**config.mk**
```make
export PLATFORM = sky130hd
export DESIGN_NAME = alu_wb_stage
export DESIGN_NICKNAME = d
export VERILOG_FILES = /design/src/rtl/alu_wb_stage_pkg.sv /design/src/rtl/alu_flag_gen.sv /design/src/rtl/alu_wb_stage.sv
export SDC_FILE = /design/constraint.sdc
export NUM_CORES = 1
export LEC_CHECK = 0
export CAP_MARGIN = 20
export CORE_MARGIN = 5
export CORE_UTILIZATION = 60
export CTS_CLUSTER_SIZE = 20
export DETAILED_ROUTE_END_ITERATION = 10
export DONT_BUFFER_PORTS = 1
export PLACE_DENSITY = 0.74
export SLEW_MARGIN = 40
export SYNTH_ARGS = -nofsm -noshare
export SYNTH_HDL_FRONTEND = slang
export SYNTH_HIERARCHICAL = 1
export SYNTH_SLANG_ARGS = --single-unit
```
**constraint.sdc**
```tcl
create_clock -name clk -period 1.95 [get_ports clk]
set_clock_uncertainty 0.15 [all_clocks]
set_input_delay 0.195 -clock clk [delete_from_list [all_inputs] [get_ports clk]]
set_output_delay 0.195 -clock clk [all_outputs]
set_load 0.01 [all_outputs]
```
**src/rtl/alu_wb_stage_pkg.sv**
```systemverilog
// alu_wb_stage_pkg: shared op encodings, flag bit positions and buffer depth
// for the ALU writeback stage and its flag generator.
package alu_wb_stage_pkg;

    typedef enum logic [1:0] {
        ALU_ADD = 2'b00,
        ALU_SUB = 2'b01,
        ALU_XOR = 2'b10,
        ALU_NOT = 2'b11
    } alu_op_e;

    localparam int FLAG_N = 3;
    localparam int FLAG_Z = 2;
    localparam int FLAG_C = 1;
    localparam int FLAG_V = 0;

    localparam logic [1:0] WB_DEPTH = 2'd2;

endpackage

```
**src/rtl/alu_flag_gen.sv**
```systemverilog
// alu_flag_gen: combinational NZCV flag generation for one ALU result.
// Optional macro ALU_OVERFLOW_EN enables the signed-overflow (V) flag; when it
// is undefined V is tied to 0 and the operands are not used.
module alu_flag_gen
    import alu_wb_stage_pkg::*;
#(
    parameter int N = 4
) (
    input  logic [N-1:0] a,
    input  logic [N-1:0] b,
    input  logic [1:0]   alu_control,
    input  logic [N-1:0] alu_out,
    input  logic         alu_cout,
    output logic [3:0]   flags
);

    logic overflow;

`ifdef ALU_OVERFLOW_EN
    // Signed overflow derived from operand and result sign bits; logic ops never overflow
    always_comb begin
        overflow = 1'b0;
        case (alu_control)
            ALU_ADD: overflow = (a[N-1] == b[N-1]) && (alu_out[N-1] != a[N-1]);
            ALU_SUB: overflow = (a[N-1] != b[N-1]) && (alu_out[N-1] != a[N-1]);
            default: overflow = 1'b0;
        endcase
    end
`else
    logic unusedOperands;
    assign unusedOperands = ^{a, b};
    assign overflow = 1'b0;
`endif

    // Assemble {N,Z,C,V}; carry only has meaning for the adder ops
    always_comb begin
        flags         = '0;
        flags[FLAG_N] = alu_out[N-1];
        flags[FLAG_Z] = (alu_out == '0);
        flags[FLAG_C] = ((alu_control == ALU_ADD) || (alu_control == ALU_SUB)) ? alu_cout : 1'b0;
        flags[FLAG_V] = overflow;
    end

endmodule

```
**src/rtl/alu_wb_stage.sv**
```systemverilog
// alu_wb_stage: two-entry skid buffer between the ALU and the register file.
// Each entry holds {result, rd, flags}; flags are computed as the entry is
// pushed. The architectural flag register takes the flags of each popped entry.
// Optional macro ALU_OVERFLOW_EN (see alu_flag_gen) enables the V flag.
module alu_wb_stage
    import alu_wb_stage_pkg::*;
#(
    parameter int N = 4
) (
    input  logic         clk,
    input  logic         rst,
    input  logic         in_valid,
    output logic         in_ready,
    input  logic [N-1:0] a,
    input  logic [N-1:0] b,
    input  logic [1:0]   alu_control,
    input  logic [N-1:0] alu_out,
    input  logic         alu_cout,
    input  logic [2:0]   rd,
    output logic         out_valid,
    input  logic         out_ready,
    output logic [N-1:0] out_result,
    output logic [2:0]   out_rd,
    output logic [3:0]   out_flags,
    output logic [3:0]   flags
);

    logic [N-1:0] resultMem_q [WB_DEPTH];
    logic [2:0]   rdMem_q     [WB_DEPTH];
    logic [3:0]   flagsMem_q  [WB_DEPTH];

    logic [1:0] count_q, count_d;
    logic       wrPtr_q, wrPtr_d;
    logic       rdPtr_q, rdPtr_d;
    logic [3:0] flags_q;

    logic [3:0] newFlags;
    logic       pushEn;
    logic       popEn;

    alu_flag_gen #(.N(N)) flagGen (
        .a           (a),
        .b           (b),
        .alu_control (alu_control),
        .alu_out     (alu_out),
        .alu_cout    (alu_cout),
        .flags       (newFlags)
    );

    // Handshake status comes only from registered occupancy, so out_ready never reaches in_ready
    assign in_ready   = (count_q < WB_DEPTH);
    assign out_valid  = (count_q != 2'd0);
    assign out_result = resultMem_q[rdPtr_q];
    assign out_rd     = rdMem_q[rdPtr_q];
    assign out_flags  = flagsMem_q[rdPtr_q];
    assign flags      = flags_q;
    assign pushEn     = in_valid && in_ready;
    assign popEn      = out_valid && out_ready;

    // Next occupancy and pointers; 1-bit pointers wrap naturally over the two slots
    always_comb begin
        count_d = count_q;
        wrPtr_d = wrPtr_q;
        rdPtr_d = rdPtr_q;
        if (pushEn) begin
            wrPtr_d = wrPtr_q + 1'b1;
        end
        if (popEn) begin
            rdPtr_d = rdPtr_q + 1'b1;
        end
        case ({pushEn, popEn})
            2'b10:   count_d = count_q + 2'd1;
            2'b01:   count_d = count_q - 2'd1;
            default: count_d = count_q;
        endcase
    end

    // Storage, pointers and flag register; reset wipes entries so outputs read zero
    always_ff @(posedge clk) begin
        if (rst) begin
            count_q     <= 2'd0;
            wrPtr_q     <= 1'b0;
            rdPtr_q     <= 1'b0;
            flags_q     <= 4'd0;
            resultMem_q <= '{default: '0};
            rdMem_q     <= '{default: '0};
            flagsMem_q  <= '{default: '0};
        end else begin
            count_q <= count_d;
            wrPtr_q <= wrPtr_d;
            rdPtr_q <= rdPtr_d;
            if (pushEn) begin
                resultMem_q[wrPtr_q] <= alu_out;
                rdMem_q[wrPtr_q]     <= rd;
                flagsMem_q[wrPtr_q]  <= newFlags;
            end
            if (popEn) begin
                flags_q <= flagsMem_q[rdPtr_q];
            end
        end
    end

endmodule

```
# Word-level counts from Yosys, hierarchy flattened
# Cells that the tools add are included.
# op_classes
add_sub_neg,4
multipliers,0
div_mod_pow,0
order_cmp,4
n_eq_ne,3
shifts,0
n_mux,18
bitwise_logic,2
n_reduce_logical,8
# op_table
op,count
$mux W4,7
$bwmux W8,2
$mux W3,4
$bwmux W6,1
$demux W4 S1,1
$eq A2 B1 Y1 const B,2
$ge A2 B2 Y1 const B,2
$logic_not A4 Y1,1
$not A1 Y2,2
$pmux W2 S2,1
$reduce_bool A2 Y1,2
$demux W3 S1,1
$logic_and A1 B1 Y1,3
$add A1 B1 Y1 const B,2
$add A2 B1 Y2 const B,1
$eq A2 B2 Y1 const B,1
$logic_not A2 Y1,1
$lt A2 B1 Y1 const B,1
$lt A2 B2 Y1 const B,1
$sub A2 B1 Y2 const B,1
$logic_or A1 B1 Y1,1
$mux W1,1
# totals
regBits,30
latchBits,0
ram_bits,0
mem_bits_ro,0
in_bits,22
output_inout_bits,17
elab_cells,49
mem_count,0

# Logic depth before layout (Yosys ltp)
# depth
depth_word,6
depth_mapped,6
ltp_nobuf,5

# Modules after synthesis
# Netlist, hierarchy kept.
# modules_own_cells
mod,instances,cells_per_inst,area_per_inst_um2,seq_area_each_um2
alu_wb_stage,1,117,1249.9,600.6
alu_flag_gen,1,5,37.5,0.0

# Least setup slack after synthesis
# No wires, ideal clock.
# synth_path
path_type,reg2reg
from,register count_q[1]
to,register count_q[1]
setup_ps,71
arrival_time_ps,1450
required_time_ps,1729
slack_ps,279
path_stages_with_launch,6
n_path_buf,1
synth_period_minus_slack_ps,1671
cell_sequence,dfxtp_1 -> o21a_1 -> buf_4 -> ha_1 -> or3_1 -> a21oi_1
# synth_via
elab_chain_cells,4
word_cells_on_any_way,10
classes_between,add/sub (2); order compare (1); eq/ne (2); mux (1); reduce/logical (4)
# synth_lines
item,line,rtl
start: declaration,alu_wb_stage.sv:32,"logic [1:0] count_q, count_d;"
start signal: assignment,alu_wb_stage.sv:89,count_q <= count_d;
$reduce_bool A2 Y1 *,alu_wb_stage.sv:52,assign out_valid = (count_q != 2'd0);
$logic_and A1 B1 Y1 *,alu_wb_stage.sv:58,assign popEn = out_valid && out_ready;
net popEn,alu_wb_stage.sv:39,logic popEn;
$eq A2 B1 Y1 / $eq A2 B2 Y1 (equally long branches),alu_wb_stage.sv:71,"case ({pushEn, popEn})"
$pmux W2 S2 / $reduce_bool A2 Y1 (equally long branches),--,
# Mark *: on every way through the listed nets, which the timed path passes. The rest lies on a longest branch.
# A chain may end at the register's enable or synchronous reset.

# Final worst setup path
# layout_path
from,input alu_out[2]
to,register flagsMem_q[6] in the netlist's numbering
# layout_via
elab_chain_cells,2
# layout_lines
item,line,rtl
start: declaration,alu_wb_stage.sv:17,"input logic [N-1:0] alu_out,"
$logic_not A4 Y1,alu_flag_gen.sv:39,flags[FLAG_Z] = (alu_out == '0);
net newFlags[2],alu_wb_stage.sv:37,logic [3:0] newFlags;
$bwmux W8,alu_wb_stage.sv:95,flagsMem_q[wrPtr_q] <= newFlags;
end signal: indexed assignment,alu_wb_stage.sv:95,
end: declaration,alu_wb_stage.sv:30,logic [3:0] flagsMem_q [WB_DEPTH];
# The timed path passes the listed nets, and every way through them passes these cells.

==> impl_results.md <==
- Worst hold margin: between 0.02 and 0.025 ns
- Total leakage power: 0.000663 uW
- Placer congestion estimate: between 0.7 and 0.8
- Max IR drop VDD: between 700 and 800 uV
- Clock sink total: 30
- Area of the mapped netlist: ~1300 um2
- Buffer levels on the longest clock path: 2
- Initial cell density of the core: between 60% and 70%
- Horizontal extent of the die: roughly 56 um
- Critical path arrival: roughly 1.8 ns
- Final instance area: 1450 um2
- Number of maximum-capacitance constraint violations: 0
- Final critical delay including setup and external delays: between 1.5 and 2 ns
- Multi-input gate area in the final layout: approximately 620 um2
- Placed instance area: ~1300 um2
- Commonest register cell after synthesis: sky130_fd_sc_hd__dfxtp_1
- Latest clock arrival within the worst-skew pair: a little over 0.3 ns
- Initial antenna violation count: 0
- Wire length of the first global-routing pass: between 4 and 5 mm
- PwrDens: between 1000 and 1500 nW/um2
- Area grow syn2layout: 12.6%
- Library cell with the highest instance count after synthesis: sky130_fd_sc_hd__dfxtp_1
- Kind of end point of the critical path: register
- Netlist cell types: 22
- Number of enable flip-flop cells after synthesis: 0
- Remaining antenna violation count: 0
- Gr ovfl total: 0
- Sequential cell area: roughly 600 um2
- Average wire length per cell after detail routing: 14.8 um
- Yosys warning total: 6
- Setup repair after global routing missed its margin: no
- Antenna diode instance count: 0
- Overall Power: between 1500 and 2000 uW
- Share of the clock period used by the worst path: a little under nine tenths
- Synth Register Bits: 30
- Achievable frequency: 0.601 GHz
- Number of fill cells in the layout: 154
- Max Fanout on Critical Path: 3
- Final setup violation count: 0
- Critical path start-end classification: input port to register
- TritonCTS clock tree: done
- Remaining routing DRC violations: 0
- Cell type with the largest total area after synthesis: sky130_fd_sc_hd__dfxtp_1
- Net count after synthesis: 145
- Drt via density: 5.32
- CP Launch Type: input port
- Vias in the first global route: ~900
- Fraction of synthesized cell area taken by the top area cell type: a little under half
- DPL Wire Length: about 1.5 mm
- Count of standard-cell rows: 16
- Top cell types by occurrence after synthesis: sky130_fd_sc_hd__dfxtp_1 (30), sky130_fd_sc_hd__nor2_1 (29), sky130_fd_sc_hd__mux2i_1 (26)
- PostCTS Resize Cnt: 0
- Largest cells by area after synthesis: sky130_fd_sc_hd__dfxtp_1 (47%), sky130_fd_sc_hd__mux2i_1 (20%), sky130_fd_sc_hd__mux2_2 (9.6%)
- Async set-or-reset flop fraction in the synthesized netlist: 0%
- Clock input transition at the sequential cells of the worst setup and hold paths: approximately 0.09 ns
- Worst Tran Pin Value: about 0.5 ns
- Final nets: around 160
- Core region area: roughly 2000 um2
- Total count of hold-check failures in the final report: 0
- Pre-Repair DR Iteration Count: 3
- Port buffer count: 0
- Routed wire length: between 2 and 2.5 mm
- Drt initial violations: 11
- TritonCTS buffer count: 5
- Sequential area share after synthesis: 46.6%
- Total negative slack: 0 ns
- Clock root buffer: sky130_fd_sc_hd__clkbuf_4
- Pin count of the biggest net entering global routing: 31
- Number of instances in the synthesized netlist: roughly 120
- Total Die Area: around 3200 um2
- Number of ports placed on the die boundary: 39
- Run status: finished, final reports clean
- Via count of the routed design: 867
- Avg Synthesized Cell Area: approximately 11 um2
- Type of the most critical hold path: input port to register
- Slew Limit Headroom: approximately 66%
- Die span in y: 56.3 um
- H-tree Lvls: 2
- Required time worst endpoint: ~2.1 ns
- Number of slew-limit violations in the final report: 0
- Global Route Usage Sum: around 17%
- Post-layout util: 72.4%
- Fraction of layout instances using a drive strength above 1: approximately 20%
-- final cells by class --
| type | instances | area share [%] |
|---|---|---|
| clock buffers | 7 | 3.80 |
| clock inverters | 1 | 0.345 |
| inverters | 1 | 0.259 |
| multi-input cells | 82 | 42.7 |
| flip-flops and latches | 30 | 41.4 |
| well taps | 27 | 2.33 |
| repair buffers | 15 | 9.15 |
-- kinds of logic after synthesis --
group	count (synthesis)	share of synthesized area [%]
AND/OR/NAND/NOR	36	12.9
AO/OA/AOI/OAI	3	1.36
XOR/XNOR	4	2.72
other	1	0.291
multiplexers	37	29.8
adder cells (fa/ha/maj)	1	0.972
flip-flops	30	46.6
buffers and inverters	10	5.25
-- critical path: stages --
cell and delay, ns:
sky130_fd_sc_hd__dlygate4sd3_1 0.58, sky130_fd_sc_hd__nor4_2 0.19, sky130_fd_sc_hd__dlygate4sd3_1 0.63, sky130_fd_sc_hd__mux2i_1 0.08
sky130_fd_sc_hd__nor2_1 0.09
-- flip-flops by register name (all words and copies together) (netlist names) --
| signal | count |
|---|---|
| flagsMem_q | 8 |
| wrPtr_q | 1 |
| count_q | 2 |
| rdMem_q | 6 |
| rdPtr_q | 1 |
| flags | 4 |
| resultMem_q | 8 |
-- stage by stage --
stage | setup WS (ns) | cells
after global routing | 0.206 | 163
final | 0.286 | 163
after CTS | 0.309 | 163
after detailed placement | 0.342 | 145
after floorplan | 0.279 | 122
after global placement | 0.382 | 145
-- path summary, 6_finish.rpt --
path / startpoint / endpoint / slack [ns] / cells past startpoint
setup / recovery: alu_out[2] / flagsMem_q[6] / 0.29 / 5
hold / removal: in_valid / wrPtr_q / 0.02 / 3
setup reg to reg: count_q[1] / count_q[1] / 0.32 / 4
hold reg to reg: flagsMem_q[5] / flagsMem_q[5] / 0.35 / 2
-- timing repair --
| action | CTS | global route |
|---|---|---|
| hold buffers | 10 | 0 |
| endpoints found under the hold margin | 30 | 0 |
| setup buffers | 0 | 0 |
-- metal layers --
| layer | track usage [%] | wire (um) | up-vias |
|---|---|---|---|
| li1 | - | - | 431 |
| met1 | 18.8 | 1020 | 408 |
| met2 | 27.2 | 1200 | 23 |
| met3 | 6.88 | 170 | 5 |
| met4 | 8.14 | 31 | 0 |
| met5 | 0 | 0 | - |
-- layout by cell type, fill, tap and decap left out --
cell type                        n
sky130_fd_sc_hd__buf_2           1
sky130_fd_sc_hd__mux2_2         11
sky130_fd_sc_hd__nor2b_1         1
sky130_fd_sc_hd__or2_2           1
sky130_fd_sc_hd__conb_1          1
sky130_fd_sc_hd__o21a_1          1
sky130_fd_sc_hd__a21oi_1         1
sky130_fd_sc_hd__inv_1           1
sky130_fd_sc_hd__buf_4           5
sky130_fd_sc_hd__nor3b_2         1
sky130_fd_sc_hd__nor4_2          1
sky130_fd_sc_hd__clkbuf_1        1
sky130_fd_sc_hd__nand3b_1        1
sky130_fd_sc_hd__xor2_1          2
sky130_fd_sc_hd__nor2_1         29
sky130_fd_sc_hd__or3_1           1
sky130_fd_sc_hd__dlygate4sd3_1   9
sky130_fd_sc_hd__ha_1            1
sky130_fd_sc_hd__clkbuf_8        1
sky130_fd_sc_hd__clkbuf_4        5
sky130_fd_sc_hd__dfxtp_1        30
sky130_fd_sc_hd__mux2i_1        26
sky130_fd_sc_hd__o21ai_0         1
sky130_fd_sc_hd__xnor2_1         2
sky130_fd_sc_hd__clkinv_2        1
sky130_fd_sc_hd__nand2b_1        1
-- power breakdown --
group	internal (uW)	switching, uW	leakage (uW)
clock network	175	199	0.0000353
registers	706	68.2	0.000245
logic	296	298	0.000383
total	1180	564	0.000663
Power figures use the tool's default switching activity.
